<file path="src/rtl/logica_estado_vias_pkg.sv">
// ---------------------------------------------------------------------------
// logica_estado_vias_pkg
// Shared definitions for the cache way-state block:
//   - request operation encodings (READ / WRITE / FILL / INVAL)
//   - flush state-machine state type and state constants
//   - helper to recognise ordinary accesses (READ/WRITE)
// Imported by logica_estado_vias and lru_edad_set.
// ---------------------------------------------------------------------------
package logica_estado_vias_pkg;

  // Request operation codes carried on req_op
  localparam logic [1:0] OP_READ  = 2'b00;
  localparam logic [1:0] OP_WRITE = 2'b01;
  localparam logic [1:0] OP_FILL  = 2'b10;
  localparam logic [1:0] OP_INVAL = 2'b11;

  // Flush state machine encoding (kept as plain constants so older tools
  // that dislike enums in ports/arrays can still consume it)
  typedef logic [1:0] flush_state_t;
  localparam flush_state_t FS_IDLE    = 2'd0;
  localparam flush_state_t FS_SCAN    = 2'd1;
  localparam flush_state_t FS_WB_WAIT = 2'd2;
  localparam flush_state_t FS_DONE    = 2'd3;

  // READ and WRITE need a valid line; FILL and INVAL do not
  function automatic logic is_access(input logic [1:0] op);
    return (op == OP_READ) || (op == OP_WRITE);
  endfunction

endpackage

</file>
<file path="src/rtl/logica_estado_vias_lru_edad_set.sv">
// ---------------------------------------------------------------------------
// lru_edad_set
// State and replacement logic for one cache set: per-way invalid bit, dirty
// bit and age counter (age 0 = most recently used).
// Ports:
//   clk, rst          clock and synchronous active-high reset
//   req_en_i          an accepted request targets this set this cycle
//   req_op_i          operation code (see package)
//   req_way_i         target way of the request
//   clr_en_i          clear the dirty bit of clr_way_i (flush write-back)
//   clr_way_i         way whose dirty bit is cleared
//   inv_o / dirty_o   per-way invalid and dirty bits (registered)
//   victim_way_o      lowest invalid way, otherwise the oldest way
//   victim_dirty_o    dirty bit of the victim line
//   victim_invalid_o  invalid bit of the victim line
// ---------------------------------------------------------------------------
module lru_edad_set
  import logica_estado_vias_pkg::*;
#(
  parameter int NUM_WAYS = 2,
  localparam int WAY_W = $clog2(NUM_WAYS)
) (
  input  logic                clk,
  input  logic                rst,
  input  logic                req_en_i,
  input  logic [1:0]          req_op_i,
  input  logic [WAY_W-1:0]    req_way_i,
  input  logic                clr_en_i,
  input  logic [WAY_W-1:0]    clr_way_i,
  output logic [NUM_WAYS-1:0] inv_o,
  output logic [NUM_WAYS-1:0] dirty_o,
  output logic [WAY_W-1:0]    victim_way_o,
  output logic                victim_dirty_o,
  output logic                victim_invalid_o
);

  logic [NUM_WAYS-1:0] inv_q, inv_d;
  logic [NUM_WAYS-1:0] dirty_q, dirty_d;
  logic [WAY_W-1:0]    age_q     [NUM_WAYS];
  logic [WAY_W-1:0]    age_d     [NUM_WAYS];
  logic [WAY_W-1:0]    age_touch [NUM_WAYS];
  logic [WAY_W-1:0]    old_age;
  logic                touch;

  assign old_age = age_q[req_way_i];

  // Touch: the target becomes youngest; only ways younger than its old age
  // get one step older, so the ages stay a permutation of 0..NUM_WAYS-1.
  generate
    for (genvar gi = 0; gi < NUM_WAYS; gi++) begin : g_touch
      assign age_touch[gi] = (WAY_W'(gi) == req_way_i) ? '0 :
                             (age_q[gi] < old_age)     ? age_q[gi] + WAY_W'(1) :
                                                         age_q[gi];
    end
  endgenerate

  always_comb begin
    inv_d   = inv_q;
    dirty_d = dirty_q;
    age_d   = age_q;
    touch   = 1'b0;
    if (req_en_i) begin
      case (req_op_i)
        OP_READ: begin
          touch = ~inv_q[req_way_i];
        end
        OP_WRITE: begin
          // A write to an invalid line is an error and must leave no trace
          if (!inv_q[req_way_i]) begin
            touch              = 1'b1;
            dirty_d[req_way_i] = 1'b1;
          end
        end
        OP_FILL: begin
          inv_d[req_way_i]   = 1'b0;
          dirty_d[req_way_i] = 1'b0;
          touch              = 1'b1;
        end
        OP_INVAL: begin
          inv_d[req_way_i]   = 1'b1;
          dirty_d[req_way_i] = 1'b0;
        end
        default: ;
      endcase
    end
    if (clr_en_i) begin
      dirty_d[clr_way_i] = 1'b0;
    end
    if (touch) begin
      age_d = age_touch;
    end
  end

  always_ff @(posedge clk) begin
    if (rst) begin
      inv_q   <= '1;
      dirty_q <= '0;
      for (int w = 0; w < NUM_WAYS; w++) begin
        age_q[w] <= WAY_W'(w);
      end
    end else begin
      inv_q   <= inv_d;
      dirty_q <= dirty_d;
      age_q   <= age_d;
    end
  end

  // Victim selection works on registered state only, so a same-cycle
  // request never influences the answer.
  logic             found_inv;
  logic [WAY_W-1:0] inv_way;
  logic [WAY_W-1:0] old_way;
  logic [WAY_W-1:0] max_age;

  always_comb begin
    found_inv = 1'b0;
    inv_way   = '0;
    for (int w = 0; w < NUM_WAYS; w++) begin
      if (!found_inv && inv_q[w]) begin
        found_inv = 1'b1;
        inv_way   = WAY_W'(w);
      end
    end
    old_way = '0;
    max_age = age_q[0];
    for (int w = 1; w < NUM_WAYS; w++) begin
      if (age_q[w] > max_age) begin
        old_way = WAY_W'(w);
        max_age = age_q[w];
      end
    end
  end

  assign victim_way_o     = found_inv ? inv_way : old_way;
  assign victim_dirty_o   = dirty_q[victim_way_o];
  assign victim_invalid_o = inv_q[victim_way_o];
  assign inv_o            = inv_q;
  assign dirty_o          = dirty_q;

endmodule

</file>
<file path="src/rtl/logica_estado_vias.sv">
// ---------------------------------------------------------------------------
// logica_estado_vias
// Way-state tracker for a set-associative cache: invalid/dirty bits and
// age-based LRU per line, victim query, and an optional flush engine that
// writes back every valid dirty line.
// Optional feature macro: LOGICA_ESTADO_VIAS_FLUSH_EN builds the flush FSM;
// without it flush_start is ignored and flush_busy/flush_done/wb_valid are 0.
// Ports:
//   clk, rst                     clock, synchronous active-high reset
//   req_valid/req_ready          request handshake (ready while not flushing)
//   req_op, req_set, req_way     operation and target line
//   req_err                      pulse after an access to an invalid line
//   query_set                    set whose victim is reported
//   victim_way/dirty/invalid     combinational victim of query_set
//   flush_start/busy/done        flush control and status
//   wb_valid/wb_ready            write-back handshake during flush
//   wb_set, wb_way               line being written back
// ---------------------------------------------------------------------------
module logica_estado_vias
  import logica_estado_vias_pkg::*;
#(
  parameter int NUM_SETS = 16,
  parameter int NUM_WAYS = 2,
  localparam int SET_W = $clog2(NUM_SETS),
  localparam int WAY_W = $clog2(NUM_WAYS)
) (
  input  logic             clk,
  input  logic             rst,
  input  logic             req_valid,
  output logic             req_ready,
  input  logic [1:0]       req_op,
  input  logic [SET_W-1:0] req_set,
  input  logic [WAY_W-1:0] req_way,
  output logic             req_err,
  input  logic [SET_W-1:0] query_set,
  output logic [WAY_W-1:0] victim_way,
  output logic             victim_dirty,
  output logic             victim_invalid,
  input  logic             flush_start,
  output logic             flush_busy,
  output logic             flush_done,
  output logic             wb_valid,
  input  logic             wb_ready,
  output logic [SET_W-1:0] wb_set,
  output logic [WAY_W-1:0] wb_way
);

  logic                req_accept;
  logic                wb_clr_en;
  logic                err_q, err_d;
  logic [NUM_WAYS-1:0] inv_vec   [NUM_SETS];
  logic [NUM_WAYS-1:0] dirty_vec [NUM_SETS];
  logic [WAY_W-1:0]    vic_way   [NUM_SETS];
  logic [NUM_SETS-1:0] vic_dirty;
  logic [NUM_SETS-1:0] vic_inv;

  assign req_ready  = ~flush_busy;
  assign req_accept = req_valid & req_ready;

  generate
    for (genvar gi = 0; gi < NUM_SETS; gi++) begin : g_set
      lru_edad_set #(
        .NUM_WAYS (NUM_WAYS)
      ) u_set (
        .clk              (clk),
        .rst              (rst),
        .req_en_i         (req_accept && (req_set == SET_W'(gi))),
        .req_op_i         (req_op),
        .req_way_i        (req_way),
        .clr_en_i         (wb_clr_en && (wb_set == SET_W'(gi))),
        .clr_way_i        (wb_way),
        .inv_o            (inv_vec[gi]),
        .dirty_o          (dirty_vec[gi]),
        .victim_way_o     (vic_way[gi]),
        .victim_dirty_o   (vic_dirty[gi]),
        .victim_invalid_o (vic_inv[gi])
      );
    end
  endgenerate

  assign victim_way     = vic_way[query_set];
  assign victim_dirty   = vic_dirty[query_set];
  assign victim_invalid = vic_inv[query_set];

  // Error is judged against the pre-update line state
  assign err_d = req_accept && is_access(req_op) && inv_vec[req_set][req_way];

  always_ff @(posedge clk) begin
    if (rst) begin
      err_q <= 1'b0;
    end else begin
      err_q <= err_d;
    end
  end

  assign req_err = err_q;

`ifdef LOGICA_ESTADO_VIAS_FLUSH_EN
  localparam int LINE_W = SET_W + WAY_W;

  flush_state_t      state_q, state_d;
  logic [LINE_W-1:0] idx_q, idx_d;
  logic [SET_W-1:0]  scan_set;
  logic [WAY_W-1:0]  scan_way;
  logic              scan_hit;
  logic              last_line;

  // Line index is set-major, way-minor: upper bits set, lower bits way
  assign scan_set  = idx_q[LINE_W-1:WAY_W];
  assign scan_way  = idx_q[WAY_W-1:0];
  assign scan_hit  = dirty_vec[scan_set][scan_way] & ~inv_vec[scan_set][scan_way];
  assign last_line = &idx_q;

  always_comb begin
    state_d   = state_q;
    idx_d     = idx_q;
    wb_clr_en = 1'b0;
    case (state_q)
      FS_IDLE: begin
        if (flush_start) begin
          state_d = FS_SCAN;
          idx_d   = '0;
        end
      end
      FS_SCAN: begin
        if (scan_hit) begin
          state_d = FS_WB_WAIT;
        end else if (last_line) begin
          state_d = FS_DONE;
        end else begin
          idx_d = idx_q + LINE_W'(1);
        end
      end
      FS_WB_WAIT: begin
        // idx_q is frozen here, which keeps wb_set/wb_way stable
        if (wb_ready) begin
          wb_clr_en = 1'b1;
          if (last_line) begin
            state_d = FS_DONE;
          end else begin
            state_d = FS_SCAN;
            idx_d   = idx_q + LINE_W'(1);
          end
        end
      end
      FS_DONE: begin
        state_d = FS_IDLE;
      end
      default: begin
        state_d = FS_IDLE;
      end
    endcase
  end

  always_ff @(posedge clk) begin
    if (rst) begin
      state_q <= FS_IDLE;
      idx_q   <= '0;
    end else begin
      state_q <= state_d;
      idx_q   <= idx_d;
    end
  end

  assign flush_busy = (state_q != FS_IDLE);
  assign flush_done = (state_q == FS_DONE);
  assign wb_valid   = (state_q == FS_WB_WAIT);
  assign wb_set     = scan_set;
  assign wb_way     = scan_way;
`else
  // Flush engine absent: inputs are sunk, outputs held inactive
  logic                unused_flush_in;
  logic [NUM_SETS-1:0] unused_dirty;

  assign unused_flush_in = &{1'b0, flush_start, wb_ready};
  generate
    for (genvar gi = 0; gi < NUM_SETS; gi++) begin : g_unused
      assign unused_dirty[gi] = |dirty_vec[gi];
    end
  endgenerate

  assign wb_clr_en  = 1'b0;
  assign flush_busy = 1'b0;
  assign flush_done = 1'b0;
  assign wb_valid   = 1'b0;
  assign wb_set     = '0;
  assign wb_way     = '0;
`endif

endmodule
</file>
<file path="config.mk">
export PLATFORM = sky130hd
export DESIGN_NAME = logica_estado_vias
export DESIGN_NICKNAME = d
export VERILOG_FILES = /design/src/rtl/logica_estado_vias_pkg.sv /design/src/rtl/logica_estado_vias_lru_edad_set.sv /design/src/rtl/logica_estado_vias.sv
export SDC_FILE = /design/constraint.sdc
export NUM_CORES = 1
export LEC_CHECK = 0
export CAP_MARGIN = 20
export CELL_PAD_IN_SITES_DETAIL_PLACEMENT = 0
export CELL_PAD_IN_SITES_GLOBAL_PLACEMENT = 1
export CORE_MARGIN = 2
export CORE_UTILIZATION = 40
export DETAILED_ROUTE_END_ITERATION = 10
export HOLD_SLACK_MARGIN = 0.02
export PLACE_DENSITY_LB_ADDON = 0.1
export SLEW_MARGIN = 20
export SYNTH_ARGS = -nofsm -noshare
export SYNTH_HDL_FRONTEND = slang
export SYNTH_SLANG_ARGS = --single-unit
</file>
<file path="constraint.sdc">
create_clock -name clk -period 2 [get_ports clk]
set_input_delay 0.4 -clock clk [delete_from_list [all_inputs] [get_ports clk]]
set_output_delay 0.4 -clock clk [all_outputs]
set_load 0.01 [all_outputs]
</file>
After elaboration in Yosys (flattened, before gate mapping)
Index checks and enable logic that the tools add are counted.
{"block": "totals", "ff_bits": 97, "in_bits": 16, "out_inout_bits": 13, "wordCells": 836}
{"block": "op_classes", "add_sub_neg": 32, "magnitude_cmp": 70, "eq_ne": 50, "muxes": 398, "bitwise_logic": 84, "reduce_logical": 137}
{"cell": "$mux W1", "n": 327}
{"cell": "$pmux W2 S2", "n": 32}
{"cell": "$reduce_and A2 Y1", "n": 48}
{"cell": "$and A2 B2 Y2", "n": 32}
{"cell": "$or A2 B2 Y2", "n": 32}
{"cell": "$pmux W1 S3", "n": 16}
{"cell": "$reduce_and A3 Y1", "n": 16}
{"cell": "$mux W2", "n": 18}
{"cell": "$reduce_bool A2 Y1", "n": 18}
{"cell": "$logic_and A1 B1 Y1", "n": 35}
{"cell": "$lt A1 B2 Y1 const B", "n": 17}
{"cell": "$add A1 B1 Y1 const B", "n": 32}
{"cell": "$eq A4 B4 Y1 const B", "n": 8}
{"cell": "$lt A1 B1 Y1", "n": 32}
{"cell": "$ne A2 B1 Y1 const B", "n": 16}
{"cell": "$ne A2 B2 Y1 const B", "n": 16}
{"cell": "$eq A4 B3 Y1 const B", "n": 4}
{"cell": "$gt A1 B1 Y1", "n": 16}
{"cell": "$logic_not A1 Y1", "n": 16}
{"cell": "$not A1 Y1", "n": 16}
{"cell": "$bmux W1 S4", "n": 3}
{"cell": "$ge A5 B5 Y1 const B", "n": 2}
{"cell": "$not A4 Y5", "n": 2}
{"cell": "$bmux W2 S4", "n": 1}
{"cell": "other kinds (14)", "n": 16}

Logic depth before layout (Yosys ltp)
Gate-level depths: netlist of run 1.
{"block": "logic_depth", "ltp_word": 9, "ltp_mapped": 9, "depth_no_buf": 6}

Cells and area by module
A second synthesis of run 1 with hierarchy kept.
{"block": "hier_totals", "hier_cells": 739, "hier_area_um2": 6711.4}
{"module": "lru_edad_set", "n_inst": 16, "cells_each": 41, "area_per_inst_um2": 364.1, "seq_area_each_um2": 120.1}
{"module": "logica_estado_vias", "n_inst": 1, "cells_each": 83, "area_per_inst_um2": 885.8, "seq_area_each_um2": 20.0}

Worst setup path after synthesis of run 1
OpenSTA, ideal clock, no wires.
{"block": "synth_path", "path_type": "input -> output", "startpoint": "in query_set[2]", "endpoint": "out victim_invalid", "t_arrival_ns": 1.487, "required_ns": 1.600, "setup_slack_ns": 0.113, "path_stages": 6, "n_path_buf": 2, "cell_sequence": "clkbuf_1 clkbuf_1 o311ai_0 o311ai_0 o311ai_0 o31ai_1"}
{"block": "synth_between", "elab_chain_cells": 2}
{"element": "start: declaration", "line_no": "logica_estado_vias.sv:35", "text": "input logic [SET_W-1:0] query_set,"}
{"element": "$bmux W1 S4", "line_no": "logica_estado_vias.sv:83", "text": "assign victim_invalid = vic_inv[query_set];"}
{"element": "$mux W1 (not written as such)", "line_no": "logica_estado_vias.sv:83"}
{"element": "end: declaration", "line_no": "logica_estado_vias.sv:38", "text": "output logic victim_invalid,"}
No other way between the ends. The select of a mux whose other input is x is not followed.

Worst setup path in the final report of run 1
{"block": "layout_path", "startpoint": "reg g_set[14].u_set.age_q[0] (netlist name)", "endpoint": "out victim_dirty"}
{"block": "layout_between", "elab_chain_cells": 7}
{"element": "start: declaration", "line_no": "logica_estado_vias_lru_edad_set.sv:39", "text": "logic [WAY_W-1:0] age_q [NUM_WAYS];"}
{"element": "start signal: indexed assignment", "line_no": "logica_estado_vias_lru_edad_set.sv:99", "text": "age_q[w] <= WAY_W'(w);"}
{"element": "start signal: assignment", "line_no": "logica_estado_vias_lru_edad_set.sv:104", "text": "age_q <= age_d;"}
{"element": "$gt A1 B1 Y1", "line_no": "logica_estado_vias_lru_edad_set.sv:127", "text": "if (age_q[w] > max_age) begin"}
{"element": "$mux W1", "line_no": "logica_estado_vias_lru_edad_set.sv:127"}
{"element": "$mux W1", "line_no": "logica_estado_vias_lru_edad_set.sv:134", "text": "assign victim_way_o = found_inv ? inv_way : old_way;"}
{"element": "$mux W1 (not written as such) (2 in series)", "line_no": "logica_estado_vias_lru_edad_set.sv:135", "text": "assign victim_dirty_o = dirty_q[victim_way_o];"}
{"element": "$bmux W1 S4", "line_no": "logica_estado_vias.sv:82", "text": "assign victim_dirty = vic_dirty[query_set];"}
{"element": "$mux W1 (not written as such)", "line_no": "logica_estado_vias.sv:82"}
{"element": "end: declaration", "line_no": "logica_estado_vias.sv:37", "text": "output logic victim_dirty,"}
No other way between the ends. The select of a mux whose other input is x is not followed.

==> run_results.csv, run 1 <==
group,metric,value,unit
pwr,power.switching,1.09,mW
placed_design,gp_congestion,0.903,
clocking,cts-root-buf,"sky130_fd_sc_hd__clkbuf_16",
cells_and_area,finalNetCount,804,
cells_and_area,layoutNonFillerInstCount,969,
min_path,timing.hold.worst_endpoint,"req_err",
clocking,cts_buffer_depth,2,
die,die_height,121,um
pwr,max-vdd-ir-drop,384,uV
sta,grt_setup_unrepaired,"yes",
clocking,total_number_of_h_tree_levels,3,
setup_path,timing.critical_path.buf_inv,1,
setup_path,regToRegEndpoint,"req_err",
setup_path,peak_fanout_along_the_critical_path,2,
sta,number_of_setup_violations_in_the_final_report,3,
placed_design,place_inst,945,
clocking,cts_hold_buffers,0,
drt,via_count,5459,
status,failed_checks,"negative setup slack",
sta,postLayoutSetupSlackWorst,-0.422,ns
setup_path,cp.required,1.60,ns
sta,finalCritPeriodShare,121,%
sta,post_route_skew,0.00794,ns
min_path,holdPathStages,2,
setup_path,worstSetupPathType,"register to output pin",
synthesis,synth_cell_type_count,63,
run,drv.max_cap_violation_count,0,
setup_path,ff2ff_setup_slack,0.06,ns
setup_path,timing.critical_path.arrival,2.02,ns
synthesis,syn-cell-area,5490,um^2
pwr,power_frac_clock,46.6,%
synthesis,async_flop_share,0,%
drt,postRouteWirelength,18.2,mm
sta,fmax,0.413,GHz
synthesis,dominantRegCellSynth,"sky130_fd_sc_hd__dfxtp_1",
global_route,via_count_of_the_first_global_routing_pass,5457,
drt,detail_route.first_pass.iterations,5,
clocking,cts.clk_slew.worst_paths,0.06,ns
min_path,hold_path_startpoint,"rst",
cells_and_area,synthToLayoutAreaGrowth,40.3,%
die,floorplan.initialDensity,41.2,%
cells_and_area,number_of_antenna_repair_diodes,0,
clocking,tritoncts_clock_tree,"yes",
synthesis,cell_count_after_synthesis,625,
setup_path,worst_path_dominant_cell_family,"simple AND/OR/NAND/NOR gates",
sta,maxSlewViolCount,0,
synthesis,netlist.top_cell.by_area,"sky130_fd_sc_hd__dfxtp_1",
setup_path,worst_setup_path_end_kind,"output pin",
global_route,grt_pass1_wl,29.0,mm
die,placeableCoreArea,13300,um^2
sta,final_hold_viol_count,0,
status,result_of_the_run,"complete, but fails checks",
synthesis,synth-seq-area-share,35.4,%
pwr,cellLeakagePower,3.10,nW
setup_path,worst-r2r-cell-count,6,
global_route,grt-ovfl-total,0,
clocking,clk_latency,0.36,ns
die,die_width,121,um
placed_design,dp_hpwl,13.5,mm
synthesis,synth_area_per_cell,8.79,um^2
synthesis,yosys_register_bits,97,
drt,drtAntennaViolNets,0,
drt,detailedRoute.firstIterationViolations,347,
cells_and_area,n_fill_cell,1223,
cells_and_area,post_route_cells_drive_above_1_share,36.6,%
die,placementRows,42,
synthesis,synth-edff-count,0,
die,io_pins,29,
placed_design,portBuffers,17,
synthesis,yosys_warnings,0,
global_route,antenna_found_initial,1,
setup_path,crit_path_max_incr_delay,0.35,ns
sta,final_period_minus_worst_setup_slack,2.42,ns
drt,route.detailed.wl_per_inst,18.8,um
synthesis,ys_top_cells_by_area,"sky130_fd_sc_hd__dfxtp_1, sky130_fd_sc_hd__mux2i_1, sky130_fd_sc_hd__a21oi_1, sky130_fd_sc_hd__mux4_2, sky130_fd_sc_hd__nor3_1",
sta,fin_setup_tns,-1.02,ns
drt,drt-vias-per-instance,5.63,
setup_path,timing.critical_path.slowest_stage_cell,"sky130_fd_sc_hd__mux2i_1",
synthesis,synthDominantCellAreaShare,35.4,%
pwr,comb_power_share,11.7,%
drt,detail_route.drc_violations,0,
global_route,pin_count_of_the_biggest_net_entering_global_routing,47,
clocking,cts.sink_count,97,
die,die_area,14700,um^2
global_route,grt_util_all_layers,26.0,%
min_path,worst_hold_path_type,"input port to register",
sta,fin_worst_hold_slack,0.302,ns
pwr,p_int,3.60,mW
setup_path,timing.critical_path.from_type,"register",
pwr,pwrdens,608,nW/um^2
setup_path,worstPathCellList,"nor2b_2 -> o21bai_2 -> mux2i_1 -> o32ai_1 -> nor4_2 -> nand3_1 -> buf_2",
pwr,p_seq_share,41.6,%
clocking,clock_buffers_created_by_tritoncts,9,
pwr,swShare,23.2,%
-- how the worst max path moves through the flow --
stage          slack [ns]              to                      from  depth (start not counted)
2_1_floorplan        0.11  victim_invalid              query_set[2]                          6
3_3_place_gp        -0.94      victim_way              query_set[0]                          6
3_5_place_dp        -1.01  victim_invalid              query_set[0]                          7
4_1_cts             -0.48    victim_dirty  g_set[15].u_set.age_q[0]                          8
5_1_grt             -0.51    victim_dirty  g_set[15].u_set.age_q[0]                          8
6_report            -0.42    victim_dirty  g_set[14].u_set.age_q[0]                          7
-- Yosys cell counts (5+ instances only) --
cell type                  number
sky130_fd_sc_hd__nor4_1         6
sky130_fd_sc_hd__nor3_1        45
sky130_fd_sc_hd__a211oi_1       8
sky130_fd_sc_hd__nor2_1        36
sky130_fd_sc_hd__nor2b_1       25
sky130_fd_sc_hd__and2_1         7
sky130_fd_sc_hd__clkbuf_1      28
sky130_fd_sc_hd__inv_1          8
sky130_fd_sc_hd__buf_2         12
sky130_fd_sc_hd__a31oi_1       13
sky130_fd_sc_hd__a21oi_1       69
sky130_fd_sc_hd__and3_1        19
sky130_fd_sc_hd__mux2i_1       37
sky130_fd_sc_hd__o21bai_1      14
sky130_fd_sc_hd__a211o_1       21
sky130_fd_sc_hd__nand2b_1      14
sky130_fd_sc_hd__or2_1          5
sky130_fd_sc_hd__buf_4         12
sky130_fd_sc_hd__dfxtp_1       97
sky130_fd_sc_hd__nor3b_1       16
sky130_fd_sc_hd__nand2_1       30
sky130_fd_sc_hd__or2_2         10
sky130_fd_sc_hd__mux4_2        13
-- repair_timing --
action,CTS,global route
gates cloned,1,0
buffers inserted,4,3
setup endpoints to repair,30,28
resized for setup,46,41
pin swaps,8,14
endpoints found under the hold margin,0,0
-- layout by cell type (no fill, tap or decap), types with 5 or more instances in the layout --
cell,n
sky130_fd_sc_hd__and2_1,6
sky130_fd_sc_hd__mux4_2,13
sky130_fd_sc_hd__nor3b_1,16
sky130_fd_sc_hd__a31oi_1,12
sky130_fd_sc_hd__nand2_1,29
sky130_fd_sc_hd__nor4_1,5
sky130_fd_sc_hd__clkdlybuf4s50_1,5
sky130_fd_sc_hd__nor2b_1,19
sky130_fd_sc_hd__a211oi_1,6
sky130_fd_sc_hd__a211o_1,21
sky130_fd_sc_hd__inv_1,8
sky130_fd_sc_hd__o21bai_1,7
sky130_fd_sc_hd__and3_1,18
sky130_fd_sc_hd__dfxtp_1,93
sky130_fd_sc_hd__clkbuf_16,9
sky130_fd_sc_hd__or2_2,10
sky130_fd_sc_hd__buf_6,9
sky130_fd_sc_hd__a21oi_1,66
sky130_fd_sc_hd__nand2b_1,13
sky130_fd_sc_hd__mux2i_1,34
sky130_fd_sc_hd__nor2_1,35
sky130_fd_sc_hd__buf_4,170
sky130_fd_sc_hd__conb_1,9
sky130_fd_sc_hd__buf_2,6
sky130_fd_sc_hd__nor3_1,44
sky130_fd_sc_hd__a211oi_2,5
-- stage by stage --
| step | worst slack [ns] | cell area [um^2] | total power, mW | utilization, % |
|---|---|---|---|---|
| 6_report | -0.422 | 7700 | 4.69 | 57.7 |
| 3_5_place_dp | -1.01 | 6990 | 2.50 | 52.3 |
| 4_1_cts | -0.484 | 7530 | 4.69 | 56.4 |
| 2_1_floorplan | 0.113 | 5520 | 2.26 | - |
| 3_3_place_gp | -0.936 | 6990 | 2.49 | 52.3 |
| 5_1_grt | -0.514 | 7700 | 4.82 | 57.7 |
-- layout make-up --
type                    instances  area (um^2)  share of cell area, %
clock buffers                  11          253                   3.28
clock inverters                 5          125                   1.62
inverters                       8         30.0                  0.390
multi-input cells             471         3490                   45.4
flip-flops and latches         97         1950                   25.3
well taps                     176          220                   2.86
repair buffers                201         1640                   21.2
-- kinds of logic after synthesis --
family / count (synthesis) / share of synthesized area, %
buffers and inverters: 64 / 5.74
other: 2 / 0.137
multiplexers: 55 / 13.4
flip-flops: 97 / 35.4
AND/OR/NAND/NOR: 239 / 24.5
AO/OA/AOI/OAI: 168 / 20.9
-- layer usage --
| metal | part of all wire (%) | up-vias | global-route usage (%) |
|---|---|---|---|
| li1 | - | 2626 | - |
| met1 | 43 | 2640 | 32.5 |
| met2 | 48 | 151 | 42.5 |
| met3 | 4.6 | 40 | 4.23 |
| met4 | 5.1 | 2 | 14.9 |
| met5 | 0.071 | - | 0 |
-- power by group through the flow --
stage | logic [mW] | clock network (mW) | registers (mW)
after floorplan | 0.269 | 0 | 2.00
after global placement | 0.498 | 0 | 1.99
after detailed placement | 0.507 | 0 | 2.00
after CTS | 0.529 | 2.21 | 1.95
after global routing | 0.586 | 2.28 | 1.95
final | 0.549 | 2.19 | 1.95
Power figures use the tool's default switching activity.
==> run 2, diff against run 1 <==
- CTS_CLUSTER_DIAMETER: unset -> 40
==> results of run 2 <==
No change in the layout: final DEF, timing and power equal those of run 1.
==> run 3, diff against run 2 <==
- CTS_CLUSTER_SIZE: unset -> 20
==> results of run 3 <==
No change in the layout: final DEF, timing and power equal those of run 1.
